**src/rtl/gfau_arbiter.sv**
```systemverilog
`default_nettype none
// ============================================================================
// Module      : gfau_arbiter
// Description : Round-robin arbiter/sequencer sharing one GFAU (GF(p)
//               add/sub/mult/div unit) among N_REQ requesters. Latches the
//               granted requester's operands, pulses the GFAU start, waits
//               for the GFAU done and returns the result with a one-cycle
//               acknowledge.
// Ports       : i_clk/i_rst       clock, asynchronous active-low reset
//               i_req             per-requester request levels
//               i_op_a/i_op_b     packed operands (slice k = requester k)
//               i_op_sel          packed op codes (0 add,1 sub,2 mult,3 div)
//               i_prime           shared field modulus
//               o_gnt/o_ack       one-hot grant / one-cycle result strobe
//               o_result/o_err    result and watchdog-abort flag (with ack)
//               o_busy            FSM not idle
//               o_gf_*            registered GFAU operands, op and start
//               i_gf_result/done  GFAU result and completion pulse
// Options     : GFAU_ARB_TIMEOUT_EN - builds a WAIT-state watchdog that
//               aborts after TIMEOUT_CYCLES cycles without a GFAU done.
// Revision    : 1.0 - initial release
// ============================================================================
module gfau_arbiter #(
  parameter int SIZE           = 32,
  parameter int N_REQ          = 4,
  parameter int TIMEOUT_CYCLES = 1024
) (
  input  logic                  i_clk,
  input  logic                  i_rst,
  input  logic [N_REQ-1:0]      i_req,
  input  logic [N_REQ*SIZE-1:0] i_op_a,
  input  logic [N_REQ*SIZE-1:0] i_op_b,
  input  logic [N_REQ*2-1:0]    i_op_sel,
  input  logic [SIZE-1:0]       i_prime,
  output logic [N_REQ-1:0]      o_gnt,
  output logic [N_REQ-1:0]      o_ack,
  output logic [SIZE-1:0]       o_result,
  output logic                  o_err,
  output logic                  o_busy,
  output logic [SIZE-1:0]       o_gf_in_0,
  output logic [SIZE-1:0]       o_gf_in_1,
  output logic [SIZE-1:0]       o_gf_prime,
  output logic [1:0]            o_gf_op_sel,
  output logic                  o_gf_start,
  input  logic [SIZE-1:0]       i_gf_result,
  input  logic                  i_gf_done
);

  localparam int c_PTR_W = (N_REQ > 1) ? $clog2(N_REQ) : 1;

  typedef enum logic [1:0] {
    S_IDLE  = 2'd0,
    S_ISSUE = 2'd1,
    S_WAIT  = 2'd2,
    S_RESP  = 2'd3
  } state_t;

  state_t             r_state;
  state_t             w_state_nxt;
  logic [c_PTR_W-1:0] r_ptr;
  logic [c_PTR_W-1:0] r_idx;
  logic [c_PTR_W-1:0] w_pick;
  logic               w_found;
  logic [N_REQ-1:0]   r_gnt;
  logic [SIZE-1:0]    r_result;
  logic [SIZE-1:0]    r_gf_in_0;
  logic [SIZE-1:0]    r_gf_in_1;
  logic [SIZE-1:0]    r_gf_prime;
  logic [1:0]         r_gf_op_sel;
  logic               w_timeout;
  logic               w_err;

  // --------------------------------------------------------------------------
  // Round-robin pick: scan offsets from the highest down so the lowest
  // offset from r_ptr that has a request is the one left standing.
  // --------------------------------------------------------------------------
  always_comb begin
    logic [c_PTR_W:0] v_sum;
    v_sum   = '0;
    w_found = 1'b0;
    w_pick  = '0;
    for (int i = N_REQ - 1; i >= 0; i--) begin
      v_sum = {1'b0, r_ptr} + (c_PTR_W + 1)'(i);
      if (v_sum >= (c_PTR_W + 1)'(N_REQ)) begin
        v_sum = v_sum - (c_PTR_W + 1)'(N_REQ);
      end
      if (i_req[v_sum[c_PTR_W-1:0]]) begin
        w_found = 1'b1;
        w_pick  = v_sum[c_PTR_W-1:0];
      end
    end
  end

  // --------------------------------------------------------------------------
  // Optional watchdog
  // --------------------------------------------------------------------------
`ifdef GFAU_ARB_TIMEOUT_EN
  localparam int c_WD_W = $clog2(TIMEOUT_CYCLES + 1);

  logic [c_WD_W-1:0] r_wd_cnt;
  logic              r_err;

  always_ff @(posedge i_clk or negedge i_rst) begin
    if (!i_rst) begin
      r_wd_cnt <= '0;
      r_err    <= 1'b0;
    end else begin
      if (r_state == S_WAIT) begin
        r_wd_cnt <= r_wd_cnt + c_WD_W'(1);
        // A done arriving in the expiry cycle still wins.
        r_err    <= w_timeout && !i_gf_done;
      end else begin
        r_wd_cnt <= '0;
      end
    end
  end

  // Counter is 0 in the first WAIT cycle, so TIMEOUT_CYCLES-1 marks the
  // last WAIT cycle before the abort.
  assign w_timeout = (r_state == S_WAIT) &&
                     (r_wd_cnt == c_WD_W'(TIMEOUT_CYCLES - 1));
  assign w_err     = r_err;
`else
  logic [31:0] w_unused_timeout;
  assign w_unused_timeout = 32'(TIMEOUT_CYCLES);
  assign w_timeout        = 1'b0;
  assign w_err            = 1'b0;
`endif

  // --------------------------------------------------------------------------
  // FSM state register
  // --------------------------------------------------------------------------
  always_ff @(posedge i_clk or negedge i_rst) begin
    if (!i_rst) begin
      r_state <= S_IDLE;
    end else begin
      r_state <= w_state_nxt;
    end
  end

  // --------------------------------------------------------------------------
  // FSM next state and state-decoded outputs
  // --------------------------------------------------------------------------
  always_comb begin
    w_state_nxt = r_state;
    o_gf_start  = 1'b0;
    o_busy      = 1'b1;
    o_ack       = '0;
    o_result    = '0;
    o_err       = 1'b0;
    case (r_state)
      S_IDLE: begin
        o_busy = 1'b0;
        if (w_found) begin
          w_state_nxt = S_ISSUE;
        end
      end
      S_ISSUE: begin
        o_gf_start  = 1'b1;
        w_state_nxt = S_WAIT;
      end
      S_WAIT: begin
        if (i_gf_done || w_timeout) begin
          w_state_nxt = S_RESP;
        end
      end
      S_RESP: begin
        o_ack       = r_gnt;
        o_result    = r_result;
        o_err       = w_err;
        w_state_nxt = S_IDLE;
      end
      default: begin
        w_state_nxt = S_IDLE;
      end
    endcase
  end

  // --------------------------------------------------------------------------
  // Grant, pointer, operand and result registers
  // --------------------------------------------------------------------------
  always_ff @(posedge i_clk or negedge i_rst) begin
    if (!i_rst) begin
      r_ptr       <= '0;
      r_idx       <= '0;
      r_gnt       <= '0;
      r_result    <= '0;
      r_gf_in_0   <= '0;
      r_gf_in_1   <= '0;
      r_gf_prime  <= '0;
      r_gf_op_sel <= '0;
    end else begin
      case (r_state)
        S_IDLE: begin
          if (w_found) begin
            r_idx       <= w_pick;
            r_gnt       <= N_REQ'(1) << w_pick;
            r_gf_in_0   <= i_op_a[w_pick*SIZE +: SIZE];
            r_gf_in_1   <= i_op_b[w_pick*SIZE +: SIZE];
            r_gf_op_sel <= i_op_sel[w_pick*2 +: 2];
            r_gf_prime  <= i_prime;
          end
        end
        S_WAIT: begin
          // Watchdog abort returns a zero result.
          if (i_gf_done) begin
            r_result <= i_gf_result;
          end else if (w_timeout) begin
            r_result <= '0;
          end
        end
        S_RESP: begin
          r_gnt <= '0;
          r_ptr <= (r_idx == c_PTR_W'(N_REQ - 1)) ? '0 : r_idx + c_PTR_W'(1);
        end
        default: begin
        end
      endcase
    end
  end

  assign o_gnt       = r_gnt;
  assign o_gf_in_0   = r_gf_in_0;
  assign o_gf_in_1   = r_gf_in_1;
  assign o_gf_prime  = r_gf_prime;
  assign o_gf_op_sel = r_gf_op_sel;

endmodule
`default_nettype wire

```
**config.mk**
```make
export PLATFORM = sky130hd
export DESIGN_NAME = gfau_arbiter
export DESIGN_NICKNAME = d
export VERILOG_FILES = /design/src/rtl/gfau_arbiter.sv
export SDC_FILE = /design/constraint.sdc
export NUM_CORES = 1
export LEC_CHECK = 0
export ABC_CLOCK_PERIOD_IN_PS = 1850
export CORE_AREA = 2 2 186 188
export DETAILED_ROUTE_END_ITERATION = 10
export DIE_AREA = 0 0 188 190
export PLACE_DENSITY_LB_ADDON = 0.15
export SYNTH_ARGS = -nofsm -noshare
export SYNTH_HDL_FRONTEND = slang
export SYNTH_SLANG_ARGS = --single-unit
```
**constraint.sdc**
```tcl
create_clock -name i_clk -period 1.85 [get_ports i_clk]
set_input_delay 0.185 -clock i_clk [delete_from_list [all_inputs] [get_ports i_clk]]
set_output_delay 0.185 -clock i_clk [all_outputs]
set_load 0.03 [all_outputs]
```
# After elaboration in Yosys (flattened, before gate mapping)
# Cells that the tools add are included.
[totals]
latchBits = 0
input_bits = 335
rom_bits = 0
regBits = 140
word_cells = 71
memories = 0
output_inout_bits = 141
mem_bits_rw = 0
[op_classes]
bitwise = 0
addsub = 8
shifts = 4
mux = 30
n_eq_ne = 6
order_cmp = 8
n_mul = 0
n_reduce_logical = 6
div = 0
[ops]
columns = ["cell", "n"]
rows = [
  ["$shiftx A128 B8 Y32", 2],
  ["$mux W32", 1],
  ["$mux W2", 11],
  ["$lt A2 B3 Y1 const B", 4],
  ["$mux W1", 10],
  ["$ge A3 B3 Y1 const B", 3],
  ["$bmux W1 S2", 4],
  ["$mux W4", 2],
  ["$pmux W2 S4", 1],
  ["$pmux W4 S2", 1],
  ["$reduce_and A2 Y1", 4],
  ["$shiftx A8 B4 Y2", 1],
  ["$sub A2 B1 Y2 const B", 4],
  ["$add A2 B2 Y3 const B", 2],
  ["$eq A2 B2 Y1 const B", 3],
  ["$ne A2 B2 Y1 const B", 2],
  ["$shl A1 B2 Y4 const A", 1],
  ["$add A2 B1 Y3 const B", 1],
  ["$ge A2 B3 Y1 const B", 1],
  ["$add A2 B1 Y2 const B", 1],
  ["$eq A2 B1 Y1 const B", 1],
  ["$logic_not A2 Y1", 1],
  ["$reduce_bool A2 Y1", 1],
]

# Logic depth before layout (Yosys ltp)
[logic_depth]
word_depth = 12
depth_mapped = 9

# Worst setup path before layout
# Ideal clock, no wire load.
[synth_timing]
path_kind = "register -> register"
from = "register r_state[0]"
to = "register r_gf_prime[21] (netlist: o_gf_prime[21])"
path_stages_with_launch = 9
synth_period_minus_slack_ns = 2.012
t_arrival_ns = 1.947
setup_ns = 0.066
path_buffers = 2
path_slack_ns = -0.162
path_cell_list = "dfrtp_1 > inv_1 > ha_1 > inv_1 > nor2_1 > clkbuf_1 > buf_1 > nand2_1 > nand2_1"
[synth_between]
elab_chain_len = 2
[synth_rtl]
columns = ["item", "line", "text"]
rows = [
  ["from (decl)", "58", "state_t r_state;"],
  ["from (signal assigned)", "137", "r_state <= w_state_nxt;"],
  ["$logic_not A2 Y1", "193", "case (r_state)"],
  ["$reduce_and A2 Y1 (no source line)", "--", ""],
  ["to (signal assigned)", "201", "r_gf_prime <= i_prime;"],
  ["to (decl)", "68", "logic [SIZE-1:0] r_gf_prime;"],
]
# Every way passes these cells.
# A chain may end at the register's enable or synchronous reset.

# Final worst setup path
[layout_timing]
from = "register r_ptr[1]"
to = "register r_gf_in_1[8] (netlist: o_gf_in_1[8])"
[layout_between]
elab_chain_len = 10
[layout_rtl]
columns = ["item", "line", "text"]
rows = [
  ["from (decl)", "60", "logic [c_PTR_W-1:0] r_ptr;"],
  ["from (signal assigned)", "214", "r_ptr <= (r_idx == c_PTR_W'(N_REQ - 1)) ? '0 : r_idx + c_PTR_W'(1);"],
  ["$add A2 B2 Y3", "83", "v_sum = {1'b0, r_ptr} + (c_PTR_W + 1)'(i);"],
  ["$ge A3 B3 Y1 or $sub A2 B1 Y2 (tied branches)", "84, 85", ""],
  ["$mux W2", "84", "if (v_sum >= (c_PTR_W + 1)'(N_REQ)) begin"],
  ["$bmux W1 S2", "87", "if (i_req[v_sum[c_PTR_W-1:0]]) begin"],
  ["$mux W1 (not written as such)", "87", ""],
  ["$mux W2 or $mux W1 (tied branches) (4 in series)", "87", ""],
  ["$shiftx A128 B8 Y32 or $reduce_and A2 Y1 (tied branches)", "--", ""],
  ["to (signal assigned)", "199", "r_gf_in_1 <= i_op_b[w_pick*SIZE +: SIZE];"],
  ["to (decl)", "67", "logic [SIZE-1:0] r_gf_in_1;"],
]
# Several ways; a longest one is shown, not always the timed one. The select of a mux whose other input is x is not followed.

==> metrics.yaml <==
cts.sinks: 140
p_int_uw: 13700
antenna_left: 0
skew_ns: 0.0122
yosysTopAreaCellShare_pct: 47.0
worst_ir_drop_vdd_uv: 617
avgViaCountPerCell: 4.35
core_mm2: 0.0339
power_density_mw_per_mm2: 1670
start_util_pct: 22.0
crit_fanout: 9
wl_mm: 33.2
cts_tree: "yes"
path_delay_family: "buffers and inverters"
setup_viol: 39
gr-total-overflow: 0
synth.top_cells.by_area: "dfrtp_1 (47%), nand2_1 (12%), mux2i_1 (9.0%)"
power.switching_uw: 10100
dr.pass1.iters: 4
yosys_warnings: 0
crit_path_top_delay_cell: "dfrtp_2"
grt_max_degree: 51
track_usage_pct: 17.5
yosys.area.top_type: "dfrtp_1"
initialDrtViolationCount: 232
failed_checks: "negative setup slack"
die_area_mm2: 0.0357
dpl.hpwl_mm: 23.5
root_buffer: "clkbuf_16"
nNetsFinal: 1660
min_period_ns: 1.90
synth_nets: 1156
cp_slowest_stage_delay_ns: 0.45
grt_pass1_wl_mm: 47.4
synthesis.area_mm2: 0.00746
end_kind: "register"
tightest_slew_ns: 0.555
cp_cell_sequence: "or3b_4 > o221ai_4 > buf_12 > buf_16 > buf_4 > mux2i_2 > a21boi_1"
h-tree-depth: 4
die_h_um: 190
area_growth_pct: 91.2
grt_pass1_vias: 7942
synthArstFlopShare_pct: 100
antenna_found_initial: 1
pwr-share-comb_pct: 62.0
drc: 0
swShare_pct: 42.4
top_level_ports: 476
hold_viol: 0
fin_util_pct: 42.0
status: "complete, but fails checks"
grt_setup_unrepaired: "yes"
syn_area_per_cell_um2: 9.15
synth_ff_type: "dfrtp_1"
num_antenna_cells: 0
synth_seq_cells: 140
gp_congestion: 0.783
hold_ws_ns: 0.287
vias: 7762
fmax_mhz: 526
layout_commonest_cell: "clkdlybuf4s50_1"
pwr-share-clk_pct: 15.0
cts_buffers: 17
start_kind: "register"
p_seq_share_pct: 23.1
final.setup.worst_slack_ns: -0.0519
final_cell_mix: "clkdlybuf4s50_1 (435), nand2_1 (234), dfrtp_1 (139)"
slew_viol_final: 0
drive_above_1_share_pct: 17.0
crit_arrival_ns: 2.20
hold_class: "in2reg"
relSlewSlack_pct: 63.0
row_count: 68
clock_latency_ns: 0.43
die_x_um: 188
synthCells: 815
clockBufferDepth: 2
path_buf_inv: 3
stdcell_count: 1785
clk_pin_slew_ns: 0.06
port_buffers: 474
yosysSeqAreaShare_pct: 47.0
wire_per_inst_um: 18.6
post-route-period-util_pct: 103
drv_cap: 0
synth_cell_types: 31
p_leak_uw: 0.00614
dpl.cell_count: 1734
fillers: 3373
synth_edf_count: 0
cp.required_ns: 2.15
path_class: "reg2reg"
[power by group through the flow]
stage               combinational (µW)  sequential, µW  clock, µW
finish                           14700            5480       3560
global route                     15700            5670       3820
CTS                              14100            5480       3710
detailed placement               13500            5520          0
global placement                 13500            5460          0
floorplan                         5620            7540          0
[worst paths after layout]
kind	startpoint	endpoint	slack [ns]	cells past startpoint
max	r_ptr[1]	o_gf_in_1[8]	-0.05	7
min	i_prime[17]	o_gf_prime[17]	0.29	3
max reg2reg	r_ptr[1]	o_gf_in_1[8]	-0.05	7
min reg2reg	o_gf_prime[6]	o_gf_prime[6]	0.48	2
max in group asynchronous	i_rst	o_gf_in_1[29]	0.93	3
min in group asynchronous	i_rst	r_result[19]	0.30	2
[worst register-to-register path, stage by stage, from the launching register on]
cell	delay, ns
dfrtp_2	0.45
or3b_4	0.41
o221ai_4	0.08
buf_12	0.21
buf_16	0.17
buf_4	0.13
mux2i_2	0.24
a21boi_1	0.09
[kinds of logic after synthesis]
logic type | share of synthesized area, %
and+or+nand+nor | 19.5
AOI/OAI and AO/OA | 14.1
DFF | 47.0
muxes | 14.0
buffers and inverters | 4.36
adders and majority gates | 1.01
other | 0.0503
[cell usage after synthesis, types with 2 or more instances]
library cell  count
nand2_1         238
dfrtp_1         140
nor2_1           73
a21boi_1         67
mux2i_1          67
a31oi_1          66
and2_1           37
mux2_2           33
clkbuf_1         27
buf_2            11
buf_4             9
buf_6             6
ha_1              6
buf_1             5
o21ai_0           5
a32oi_1           4
inv_1             4
nor2b_1           3
o21ai_1           2
[timing repair]
| item | in CTS | in global routing |
|---|---|---|
| gates cloned | 4 | 6 |
| buffers inserted | 5 | 6 |
| setup endpoints to repair | 94 | 97 |
| gates resized for setup | 25 | 50 |
| hold endpoints to repair | 43 | 0 |
| hold buffers | 1 | 0 |
| pin swaps | 3 | 19 |
[cell type report]
cell class	instances	area [µm²]	share of cell area, %
multi-input cells	613	3900	27.4
repair buffers	543	5680	39.8
inverters	4	15.0	0.105
well taps	455	569	3.99
flip-flops and latches	140	3500	24.6
clock inverters	10	143	1.00
clock buffers	20	447	3.13
[per-layer routing]
metal	global-route usage [%]	up-vias	part of all wire, %
met3	4.81	31	6.3
met4	5.66	2	1.7
li1	-	3763	-
met2	31.0	291	51
met1	20.4	3675	41
met5	0	-	0.036
[state kept, by name (all words and copies together), names as in the netlist]
signal	flops
r_state	2
r_ptr	2
o_gf_in_0	32
r_idx	2
o_gf_prime	32
o_gnt	4
o_gf_in_1	32
o_gf_op_sel	2
r_result	32
[metrics by stage]
step | cell area, µm² | worst slack [ns] | total power [µW] | setup TNS, ns
floorplan | 7460 | -0.0100 | 13200 | -0.602
global placement | 13000 | -0.363 | 18900 | -24.02
detailed placement | 13000 | -0.387 | 19000 | -24.97
CTS | 13900 | -0.0464 | 23300 | -0.683
global route | 14300 | -0.125 | 25200 | -4.84
finish | 14300 | -0.0519 | 23800 | -0.796
Power figures use the tool's default switching activity.
